File: config.mk
export PLATFORM = sky130hd
export DESIGN_NAME = spi_pwm_config_rx_flat
export DESIGN_NICKNAME = d
export VERILOG_FILES = /design/src/rtl/spi_pwm_config_rx_pkg.sv /design/src/rtl/spi_pwm_config_rx_if.sv /design/src/rtl/spi_pwm_config_rx_sync.sv /design/src/rtl/spi_pwm_config_rx.sv /design/src/flat_wrapper.sv
export SDC_FILE = /design/constraint.sdc
export NUM_CORES = 1
export LEC_CHECK = 0
export BUFFER_PORTS_ARGS = -buffer_cell sky130_fd_sc_hd__buf_2
export CAP_MARGIN = 20
export CORE_MARGIN = 10
export CORE_UTILIZATION = 30
export DETAILED_ROUTE_END_ITERATION = 6
export GPL_ROUTABILITY_DRIVEN = 0
export GPL_TIMING_DRIVEN = 0
export HOLD_SLACK_MARGIN = 0.1
export PLACE_DENSITY = 0.45
export SETUP_SLACK_MARGIN = 0.2
export SKIP_LAST_GASP = 1
export SYNTH_ARGS = -nofsm -noshare
export SYNTH_HDL_FRONTEND = slang
export SYNTH_HIERARCHICAL = 1
export SYNTH_SLANG_ARGS = --single-unit
File: constraint.sdc
create_clock -name clk -period 5.4 [get_ports clk]
set_input_delay 1.08 -clock clk [delete_from_list [all_inputs] [get_ports clk]]
set_output_delay 1.08 -clock clk [all_outputs]
set_load 0.05 [all_outputs]
File: src/rtl/spi_pwm_config_rx_pkg.sv
// Shared constants, frame layout and receiver FSM states for the SPI PWM configuration front end.
package spi_pwm_pkg;

  localparam int              CHAN_IDX_W    = 3;
  localparam logic [2:0]      BROADCAST_IDX = 3'd7;
  localparam int              FRAME_BITS    = 8;
  localparam int              DUTY_BITS     = 3;

  typedef enum logic [1:0] {
    IDLE,
    SHIFT,
    HOLD
  } rx_state_e;

  typedef struct packed {
    logic [CHAN_IDX_W-1:0] idx;
    logic [1:0]            rsvd;
    logic [DUTY_BITS-1:0]  duty;
  } frame_t;

endpackage

File: src/rtl/spi_pwm_config_rx_if.sv
// SPI pins plus the duty/update/frame_err outputs toward the PWM driver.
interface spi_pwm_config_rx_if #(
  parameter int CHANNELS = 7
);
  import spi_pwm_pkg::*;

  logic                          sclk;
  logic                          cs_n;
  logic                          mosi;
  logic [CHANNELS*DUTY_BITS-1:0] duty;
  logic                          update;
  logic                          frame_err;

  modport master (
    output sclk, cs_n, mosi,
    input  duty, update, frame_err
  );

  modport slave (
    input  sclk, cs_n, mosi,
    output duty, update, frame_err
  );

endinterface

File: src/rtl/spi_pwm_config_rx_sync.sv
// Purpose: 2-flop synchronizer with registered rise/fall detect for one async pin.
// Latency: level and edge pulses appear 3 clk edges after the pin changes.
// Backpressure: none; free-running sampler.
module spi_in_sync #(
  parameter logic RST_VAL = 1'b0
) (
  input  logic clk,
  input  logic rst,
  input  logic d,
  output logic q,
  output logic rise,
  output logic fall
);

  logic s1, s2, s3;

  always_ff @(posedge clk or posedge rst) begin
    if (rst) begin
      s1   <= RST_VAL;
      s2   <= RST_VAL;
      s3   <= RST_VAL;
      rise <= 1'b0;
      fall <= 1'b0;
    end else begin
      s1   <= d;
      s2   <= s1;
      s3   <= s2;
      rise <= s2 & ~s3;
      fall <= ~s2 & s3;
    end
  end

  // s3 is the level aligned with the edge pulses, so level and edge decisions agree in time
  assign q = s3;

endmodule

File: src/rtl/spi_pwm_config_rx.sv
// Purpose: SPI mode-0 slave that decodes 8-bit {idx, rsvd, duty} frames into per-channel duty registers.
// Latency: duty/update registered one clk after the 8th synchronized sclk rise (pin edge + 4 clk).
// Backpressure: none; frames beyond 8 bits are ignored until cs_n deasserts.
module spi_pwm_config_rx #(
  parameter int CHANNELS  = 7,
  parameter int DUTY_BITS = spi_pwm_pkg::DUTY_BITS
) (
  input  logic               clk,
  input  logic               rst,
  spi_pwm_config_rx_if.slave bus
);
  import spi_pwm_pkg::*;

  logic sclk_rise, cs_lvl, cs_fall;
  logic unused_sclk_lvl, unused_sclk_fall, unused_cs_rise;
  logic mosi_s1, mosi_s2;

  spi_in_sync #(.RST_VAL(1'b0)) u_sclk_sync (
    .clk  (clk),
    .rst  (rst),
    .d    (bus.sclk),
    .q    (unused_sclk_lvl),
    .rise (sclk_rise),
    .fall (unused_sclk_fall)
  );

  // cs_n resets high so the FSM does not see a phantom frame start out of reset
  spi_in_sync #(.RST_VAL(1'b1)) u_cs_sync (
    .clk  (clk),
    .rst  (rst),
    .d    (bus.cs_n),
    .q    (cs_lvl),
    .rise (unused_cs_rise),
    .fall (cs_fall)
  );

  always_ff @(posedge clk or posedge rst) begin
    if (rst) begin
      mosi_s1 <= 1'b0;
      mosi_s2 <= 1'b0;
    end else begin
      mosi_s1 <= bus.mosi;
      mosi_s2 <= mosi_s1;
    end
  end

  rx_state_e                     state_q, state_d;
  logic [2:0]                    cnt_q;
  logic [FRAME_BITS-1:0]         shift_q, shift_d;
  frame_t                        frame;
  logic [CHANNELS*DUTY_BITS-1:0] duty_q;
  logic                          update_q, err_q;
  logic                          do_shift, do_apply, do_abort;
  logic                          idx_ok, idx_bcast, idx_good;
  logic [2:0]                    unused_bits;

  assign shift_d     = {shift_q[FRAME_BITS-2:0], mosi_s2};
  assign frame       = frame_t'(shift_d);
  assign unused_bits = {shift_q[FRAME_BITS-1], frame.rsvd};
  assign idx_bcast   = (frame.idx == BROADCAST_IDX);
  assign idx_ok      = (int'(frame.idx) < CHANNELS);
  assign idx_good    = idx_ok | idx_bcast;

  always_ff @(posedge clk or posedge rst) begin
    if (rst) state_q <= IDLE;
    else     state_q <= state_d;
  end

  always_comb begin
    state_d  = state_q;
    do_shift = 1'b0;
    do_apply = 1'b0;
    do_abort = 1'b0;
    case (state_q)
      IDLE: begin
        if (cs_fall || !cs_lvl) state_d = SHIFT;
      end
      SHIFT: begin
        // completing the 8th bit wins over a simultaneous cs_n release
        if (sclk_rise && cnt_q == 3'(FRAME_BITS - 1)) begin
          do_shift = 1'b1;
          do_apply = 1'b1;
          state_d  = HOLD;
        end else if (cs_lvl) begin
          do_abort = 1'b1;
          state_d  = IDLE;
        end else if (sclk_rise) begin
          do_shift = 1'b1;
        end
      end
      HOLD: begin
        if (cs_lvl) state_d = IDLE;
      end
      default: state_d = IDLE;
    endcase
  end

  always_ff @(posedge clk or posedge rst) begin
    if (rst) begin
      cnt_q    <= '0;
      shift_q  <= '0;
      duty_q   <= '0;
      update_q <= 1'b0;
      err_q    <= 1'b0;
    end else begin
      update_q <= do_apply & idx_good;
      err_q    <= do_abort | (do_apply & ~idx_good);
      if (state_q == IDLE || do_abort) cnt_q <= '0;
      else if (do_shift)               cnt_q <= cnt_q + 3'd1;
      if (do_shift) shift_q <= shift_d;
      if (do_apply) begin
        for (int i = 0; i < CHANNELS; i++) begin
          if (idx_bcast || int'(frame.idx) == i)
            duty_q[i*DUTY_BITS +: DUTY_BITS] <= DUTY_BITS'(frame.duty);
        end
      end
    end
  end

  assign bus.duty      = duty_q;
  assign bus.update    = update_q;
  assign bus.frame_err = err_q;

endmodule

File: src/flat_wrapper.sv
// flat-port wrapper written by rule: the top's interface ports become plain ports
module spi_pwm_config_rx_flat import spi_pwm_pkg::*;
#(
  parameter int CHANNELS  = 7,
  parameter int DUTY_BITS = spi_pwm_pkg::DUTY_BITS
)
  (clk, rst, bus_sclk, bus_cs_n, bus_mosi, bus_duty, bus_update, bus_frame_err);
  spi_pwm_config_rx_if #(.CHANNELS(CHANNELS)) bus_i ();
  input  logic clk;
  input  logic rst;
  input wire logic [$bits(bus_i.sclk)-1:0] bus_sclk;
  input wire logic [$bits(bus_i.cs_n)-1:0] bus_cs_n;
  input wire logic [$bits(bus_i.mosi)-1:0] bus_mosi;
  output wire logic [$bits(bus_i.duty)-1:0] bus_duty;
  output wire logic [$bits(bus_i.update)-1:0] bus_update;
  output wire logic [$bits(bus_i.frame_err)-1:0] bus_frame_err;
  assign bus_i.sclk = bus_sclk;
  assign bus_i.cs_n = bus_cs_n;
  assign bus_i.mosi = bus_mosi;
  assign bus_duty = bus_i.duty;
  assign bus_update = bus_i.update;
  assign bus_frame_err = bus_i.frame_err;
  spi_pwm_config_rx #(.CHANNELS(CHANNELS), .DUTY_BITS(DUTY_BITS)) u_core (.clk(clk), .rst(rst), .bus(bus_i));
endmodule
Yosys cells after proc, flatten, opt, wreduce, memory -nomap -nowiden
Cells that the tools add are included.
W data, S select, Z words.
- $lt $le $gt $ge: 1
- reductions and logical operators: 21
- $add $sub $neg: 1
- mux-type cells: 15
- bitwise operators: 9
- equality and inequality tests: 11
- operators by type and width (kind ; number):
    $eq A3 B3 Y1 const B ; 6
    $reduce_and A2 Y1 ; 7
    $logic_or A1 B1 Y1 ; 9
    $mux W1 ; 9
    $eq A3 B2 Y1 const B ; 2
    $mux W2 ; 3
    $mux W3 ; 2
    $pmux W2 S3 ; 1
    $and A1 B1 Y1 ; 4
    $add A3 B1 Y3 const B ; 1
    $logic_not A3 Y1 ; 1
    $lt A3 B3 Y1 const B ; 1
    $not A1 Y1 ; 3
    $eq A2 B1 Y1 const B ; 1
    $eq A2 B2 Y1 const B ; 1
    $logic_not A2 Y1 ; 1
    $ne A2 B1 Y1 const B ; 1
    $or A1 B1 Y1 ; 2
    $reduce_bool A2 Y1 ; 1
    $logic_and A1 B1 Y1 ; 1
    $logic_not A1 Y1 ; 1
- register bits: 45
- input bits: 5
- word-level logic and storage cells: 80

Longest topological paths before layout
Gate-level depths: netlist of the first run.
- word-level depth: 6
- gate-level depth with buffers: 6
- depth with buffers taken out: 5

Modules after synthesis
Netlist of the first run, hierarchy kept.
- by module, submodules not included (module ; cells each ; instances ; area an instance (um^2)):
    spi_pwm_config_rx ; 110 ; 1 ; 1537.7
    spi_in_sync at u_core.u_cs_sync ; 8 ; 1 ; 147.6
    spi_in_sync at u_core.u_sclk_sync ; 8 ; 1 ; 143.9

Least setup slack after synthesis of the first run
No wires, ideal clock.
- kind: register to register
- start: register u_core.cnt_q[0]
- end: register u_core.duty_q[12] (netlist: u_core/bus.duty[12])
- period minus slack after synthesis: 1690 ps
- setup time: 125 ps
- data arrival time: 1566 ps
- cell stages (with the launch flop): 7
- data required time: 5275 ps
- path slack: 3710 ps
- path buffers: 1
- path through: dfrtp_1 > ha_1 > ha_1 > and4b_1 > buf_4 > nand3_1 > mux2_2
- longest elaborated chain between the ends: 5
- ends and longest elaborated chain (item ; RTL line ; RTL):
    start: declaration ; spi_pwm_config_rx.sv:48 ; logic [2:0] cnt_q;
    start signal: assignment ; spi_pwm_config_rx.sv:109 ; else if (do_shift) cnt_q <= cnt_q + 3'd1;
    $eq A3 B3 Y1 ; spi_pwm_config_rx.sv:80 ; if (sclk_rise && cnt_q == 3'(FRAME_BITS - 1)) begin
    $logic_and A1 B1 Y1 ; spi_pwm_config_rx.sv:80 ;
    $mux W1 ; spi_pwm_config_rx.sv:80 ;
    $mux W1 ; spi_pwm_config_rx.sv:74 ; case (state_q)
    $reduce_and A2 Y1 (no source line) ; -- ;
    end signal: indexed assignment ; spi_pwm_config_rx.sv:114 ; duty_q[i*DUTY_BITS +: DUTY_BITS] <= DUTY_BITS'(frame.duty);
    end: declaration ; spi_pwm_config_rx.sv:51 ; logic [CHANNELS*DUTY_BITS-1:0] duty_q;
Every way passes these cells.
A chain may end at the register's enable or synchronous reset.

Worst setup path in the final report of the first run
- start: register u_core.duty_q[0] (netlist: u_core/bus.duty[0])
- end: output bus_duty[0]
- RTL lines (item ; RTL line ; RTL):
    end: declaration ; flat_wrapper.sv:14 ; output wire logic [$bits(bus_i.duty)-1:0] bus_duty;
No word-level cell between the ends.

==> reports/results.tsv, run 1 <==
stage	metric	value	unit
placed_design	PortBufs	27	
clock_network	TritonCTS clock tree	done	
sta	crit path time final	1990	ps
sta	Final Hold Fails	0	
clock_network	CTS Buffer Depth	2	
drt	WL per Instance	14.6	um
cells_and_area	fin cells	230	
sta	endpoints failing setup	0	
cells_and_area	fraction of layout cells with a size suffix above 1	45.6	%
cells_and_area	Nets	164	
power_and_ir_drop	Clock Power Share	29.9	%
global_route	GRT Util Overall	7.30	%
yosys	mean post-synth cell area	14.5	um^2
sta	setup TNS	0	ps
sta	fin crit share	36.9	%
critical_path	CP cell instances	buf_2	
critical_path	WS Path Type	reg2out	
power_and_ir_drop	Comb pwr share	11.4	%
cells_and_area	FILL cells	569	
floorplanning	Initial Utilization	31.5	%
critical_path	largest fanout on the critical path	2	
critical_path	CP Depth	1	
clock_network	root buffer cell	clkbuf_8	
critical_path	Critical Path Max Stage Delay	350	ps
power_and_ir_drop	Power Total	0.650	mW
clock_network	clk_lat worst skew	290	ps
power_and_ir_drop	peak supply drop	0.162	mV
critical_path	CP required	4320	ps
min_path	hold crit path type	reg2reg	
placed_design	Cell Count Post-Placement	222	
critical_path	Startpoint Class	register	
global_route	largest net degree at the start of global routing	24	
drt	Iter 0 DRT Violations	61	
floorplanning	Top-Level Pins	28	
global_route	initial antenna violation count	0	
sta	Fin Hold WS	354	ps
yosys	Ys Warns	6	
floorplanning	row cnt	27	
critical_path	Slowest-stage cell, CP	dfrtp_1	
critical_path	Worst setup startpoint	u_core/bus.duty[0]	
drt	routed wire length	3350	um
power_and_ir_drop	power density over the cells	310	nW/um^2
sta	Peak Freq	503	MHz
clock_network	post-cts resize count	0	
cells_and_area	cell area after layout	2100	um^2
clock_network	CTS Hold Bufs	0	
critical_path	reg-to-reg critical path endpoint	u_core/bus.duty[2]	
placed_design	DP HPWL	2490	um
global_route	Overflow after GRT	0	
floorplanning	Die Footprint	9350	um^2
sta	Worst-Margin Slew	684	ps
yosys	Syn Nets	129	
clock_network	TritonCTS Sinks	45	
cells_and_area	ant diodes	0	
placed_design	placed inst area	2020	um^2
drt	DRC viols	0	
clock_network	setup bufs post-CTS	0	
sta	RSZ-0062 raised after global routing	no	
critical_path	reg2reg path depth	6	
global_route	first-pass GRT wire length	5590	um
drt	total iterations of the first detailed-routing run	4	
status	outcome	finished, final reports clean	
critical_path	RR Startpoint	u_core/cnt_q[0]	
critical_path	worst path bufs/invs	1	
drt	post-DR vias/cell	4.46	
yosys	synthesized instance count	122	
critical_path	delay-heaviest family, CP	flip-flops	
sta	max-slew violations	0	
floorplanning	die height	96.7	um
critical_path	Arr. time, crit path	910	ps
critical_path	CP Capture Point	bus_duty[0]	
run	max-cap violations	0	
yosys	Post-Syn Area	1760	um^2
floorplanning	Die X	96.7	um
drt	DR vias	1026	
global_route	vias in the first global route	1046	
critical_path	CP Capture Type	output pin	
sta	Slew Limit Headroom	54.3	%
drt	Routed Antenna Nets	0	
floorplanning	core area	5610	um^2
power_and_ir_drop	Psw	0.164	mW
cells_and_area	Layout area overhead	18.9	%
power_and_ir_drop	Power Internal	0.487	mW
power_and_ir_drop	sw frac	25.2	%
clock_network	clk slew on worst S/H paths	80	ps
sta	Worst Skew	2.02	ps
clock_network	H-tree depth	2	
power_and_ir_drop	Pleak	1.09	nW
clock_network	Num CTS Buffers	5	
critical_path	r2r setup slk	3540	ps
power_and_ir_drop	Seq pwr share	58.6	%
[cells in the final DEF (no fill, tap or decap)]
cell type,n
dfrtp_1,42
buf_2,29
mux2_2,28
nand3_1,6
a21oi_1,6
clkbuf_8,5
inv_1,5
clkbuf_1,4
xnor2_1,3
nand2b_1,3
nor2_1,3
nor2b_1,3
o31ai_1,3
dfstp_2,3
and3_4,2
nand4_1,2
ha_1,2
and4b_1,1
buf_4,1
a21bo_2,1
or3_1,1
a21boi_2,1
a21o_1,1
or4_1,1
buf_16,1
and2b_2,1
[power by group through the flow]
stage	combinational (mW)	clock, mW	sequential, mW
after global routing	0.0835	0.221	0.386
final	0.0744	0.195	0.381
after floorplan	0.0588	0	0.381
after detailed placement	0.0753	0	0.389
after global placement	0.0702	0	0.388
after CTS	0.0757	0.208	0.382
[state kept, by name (all words and copies together) (netlist names)]
signal / count
u_core/bus.duty: 21
u_core/bus.frame_err: 1
u_core/bus.update: 1
u_core/cnt_q: 3
u_core/mosi_s1: 1
u_core/mosi_s2: 1
u_core/shift_q: 7
u_core/state_q: 2
u_core/u_cs_sync/fall: 1
u_core/u_cs_sync/q: 1
u_core/u_cs_sync/s1: 1
u_core/u_cs_sync/s2: 1
u_core/u_sclk_sync/q: 1
u_core/u_sclk_sync/rise: 1
u_core/u_sclk_sync/s1: 1
u_core/u_sclk_sync/s2: 1
[per-stage QoR]
stage               util (%)  worst slack [ps]
floorplan                  -              3490
global placement        35.5              2980
detailed placement      36.0              3530
CTS                     37.4              3380
global route            37.4              3350
finish                  37.4              3410
[how the worst min path moves through the flow]
stage / start / end / cells past startpoint
6_report: u_core/mosi_s1 / u_core/mosi_s2 / 0
3_5_place_dp: u_core/mosi_s1 / u_core/mosi_s2 / 0
3_3_place_gp: u_core/mosi_s1 / u_core/mosi_s2 / 0
4_1_cts: u_core/u_cs_sync/s1 / u_core/u_cs_sync/s2 / 0
2_1_floorplan: u_core/mosi_s1 / u_core/mosi_s2 / 0
5_1_grt: u_core/u_cs_sync/s1 / u_core/u_cs_sync/s2 / 0
[layer usage]
layer | routed length [um] | track usage, % | up-vias
met1 | 1610 | 9.22 | 501
li1 | - | - | 497
met2 | 1580 | 10.8 | 23
met4 | 38 | 3.04 | 0
met3 | 125 | 2.84 | 5
met5 | 0 | 0 | -
[area by class of cell]
class / count / area (um^2) / area share, %
flip-flops and latches: 45 / 1130 / 53.9
multi-input cells: 68 / 594 / 28.3
repair buffers: 28 / 163 / 7.76
well taps: 72 / 90.1 / 4.30
clock buffers: 8 / 80.1 / 3.82
plain buffers: 4 / 21.3 / 1.01
inverters: 5 / 18.8 / 0.895
Power figures use the tool's default switching activity.
==> inputs of run 2 (changes only) <==
- PLACE_DENSITY: 0.45 -> 0.46
- clock period: 5.4 -> 1.73 ns (I/O delays scaled with it)
==> reports/results.tsv, run 2 (synthesized netlist as in run 1, its figures left out) <==
stage	metric	value	unit	change
status	outcome	finished with violations		was finished, final reports clean
status	violations in the final reports	negative setup slack		
clock_network	clk slew on worst S/H paths	80	ps	about the same
global_route	global-route met2 utilization	10.4	%	was 10.8%
drt	post-DR vias/cell	4.59		was 4.46
placed_design	DP HPWL	2450	um	was 2490 um
power_and_ir_drop	peak supply drop	0.465	mV	was 0.162 mV
drt	DRC viols	0		unchanged
floorplanning	Top-Level Pins	28		unchanged
cells_and_area	most frequent cells in the layout	dfrtp_1 (42), buf_2 (29), mux2_4 (16)		was dfrtp_1 (42), buf_2 (29), mux2_2 (28)
global_route	vias in the first global route	1140		was 1046
global_route	GR peak layer	met2		unchanged
cells_and_area	Largest register FFs	21		unchanged
min_path	hold depth	1		was 0
cells_and_area	area occupied by multi-input gates	731	um^2	was 594 um^2
sta	crit path time final	1730	ps	
min_path	hold crit path type	in2reg		was reg2reg
clock_network	Num CTS Buffers	5		unchanged
critical_path	CP cell instances	ha_2, ha_4, and4b_1, buf_6, a21boi_4, mux2_4		was buf_2
clock_network	root buffer cell	clkbuf_8		unchanged
sta	RSZ-0062 raised after global routing	yes		was no
drt	total iterations of the first detailed-routing run	3		was 4
placed_design	Cell Count Post-Placement	222		unchanged
cells_and_area	fin cells	237		was 230
clock_network	CTS Buffer Depth	2		unchanged
critical_path	WS Path Type	reg2reg		was reg2out
critical_path	reg2reg path depth	6		unchanged
global_route	GRT Util Overall	7.28	%	was 7.30%
sta	Worst Skew	6.72	ps	was 2.02 ps
critical_path	Slowest-stage cell, CP	dfrtp_1		unchanged
sta	Peak Freq	578	MHz	
cells_and_area	most common cell after layout, fill and taps aside	dfrtp_1		unchanged
critical_path	Critical Path Max Stage Delay	370	ps	was 350 ps
power_and_ir_drop	Pleak	1.17	nW	was 1.09 nW
cells_and_area	Final Util	40.9	%	was 37.4%
cells_and_area	Nets	171		was 164
floorplanning	Die Footprint	9350	um^2	unchanged
critical_path	Arr. time, crit path	1910	ps	was 910 ps
clock_network	TritonCTS clock tree	done		unchanged
sta	worst setup margin	-1.53	ps	was 3410 ps
sta	Fin Hold WS	151	ps	was 354 ps
critical_path	Startpoint Class	register		unchanged
critical_path	largest fanout on the critical path	8		was 2
clock_network	H-tree depth	2		unchanged
floorplanning	Die X	96.7	um	unchanged
cells_and_area	Layout area overhead	29.9	%	was 18.9%
sta	Worst-Margin Slew	704	ps	was 684 ps
drt	routed wire length	3480	um	was 3350 um
floorplanning	row cnt	27		unchanged
critical_path	CP required	1910	ps	was 4320 ps
global_route	initial antenna violation count	0		unchanged
global_route	first-pass GRT wire length	5670	um	was 5590 um
power_and_ir_drop	Power Total	2.11	mW	was 0.650 mW
floorplanning	Initial Utilization	31.5	%	unchanged
global_route	global-route met3 utilization	3.12	%	was 2.84%
cells_and_area	ant diodes	0		unchanged
power_and_ir_drop	power density over the cells	922	nW/um^2	was 310 nW/um^2
cells_and_area	Reg area	1130	um^2	unchanged
cells_and_area	fraction of layout cells with a size suffix above 1	53.3	%	was 45.6%
drt	Iter 0 DRT Violations	111		was 61
sta	Slew Limit Headroom	53.0	%	was 54.3%
placed_design	PortBufs	27		unchanged
cells_and_area	FILL cells	547		was 569
drt	Routed Antenna Nets	0		unchanged
sta	fin crit share	100	%	
critical_path	CP Capture Type	register		was output pin
floorplanning	die height	96.7	um	unchanged
global_route	M1 GR Usage	9.51	%	was 9.22%
drt	WL per Instance	14.7	um	was 14.6 um
global_route	Overflow after GRT	0		unchanged
global_route	largest net degree at the start of global routing	23		was 24
sta	endpoints failing setup	1		was 0
drt	DR vias	1089		was 1026
floorplanning	core area	5610	um^2	unchanged
clock_network	clk_lat worst skew	290	ps	about the same
clock_network	TritonCTS Sinks	45		unchanged
run	max-cap violations	0		unchanged
sta	max-slew violations	0		unchanged
sta	Final Hold Fails	0		unchanged
## run 2: changes by cell type in the layout (fill, tap and decap cells not counted), sizes merged
cell	previous run	this run
dlygate4sd3	0	1
buf	31	37
## run 2: worst max-delay path: cells and delay by family (launching register included)
family	cells	cell delay, ps
AOI/OAI and AO/OA	1	240
DFF	1	370
muxes	1	310
and+or+nand+nor	1	210
buffers and inverters	1	140
adders and majority gates	2	340
## run 2: routing by layer
| metal | share of wire (%) | wire [um] | up-vias |
|---|---|---|---|
| li1 | - | - | 517 |
| met1 | 50 | 1730 | 542 |
| met2 | 44 | 1520 | 25 |
| met3 | 5.3 | 183 | 5 |
| met4 | 1.1 | 40 | 0 |
| met5 | 0 | 0 | - |
## run 2: final timing paths
kind                                       from                    end  slack [ps]
max in group asynchronous                   rst      u_core/shift_q[3]         470
worst max register to register  u_core/cnt_q[0]     u_core/bus.duty[0]          -2
min in group asynchronous                   rst  u_core/u_cs_sync/fall         480
worst max-delay path            u_core/cnt_q[0]     u_core/bus.duty[0]          -2
worst min register to register   u_core/mosi_s1         u_core/mosi_s2         350
worst min-delay path                   bus_cs_n    u_core/u_cs_sync/s1         150
## run 2: timing repair
item                                    4_1_cts  5_1_grt
endpoints found under the setup margin       28       31
endpoints found under the hold margin         5        0
pin swaps                                     0        1
setup buffers                                 3        3
gates resized for setup                       4       13
hold buffers                                  1        0
## run 2: final cells by class
| type | count | share of cell area, % |
|---|---|---|
| repair buffers | 35 | 9.50 |
| inverters | 5 | 0.819 |
| flip-flops and latches | 45 | 49.3 |
| plain buffers | 4 | 1.09 |
| multi-input cells | 68 | 31.9 |
| clock buffers | 8 | 3.49 |
| well taps | 72 | 3.93 |
## run 2: power by group
part | internal [mW] | switching [mW]
Combinational | 0.151 | 0.152
Sequential | 1.12 | 0.0780
Clock | 0.287 | 0.322
## run 2: stage by stage
| stage | worst slack, ps | cell area, um^2 | setup TNS, ps |
|---|---|---|---|
| 3_3_place_gp | 16.1 | 2050 | 0 |
| 2_1_floorplan | 96.2 | 1830 | 0 |
| 5_1_grt | -58.7 | 2290 | -264 |
| 4_1_cts | -2.10 | 2210 | -3.08 |
| 6_report | -1.53 | 2290 | -1.53 |
| 3_5_place_dp | -6.57 | 2080 | -18.5 |
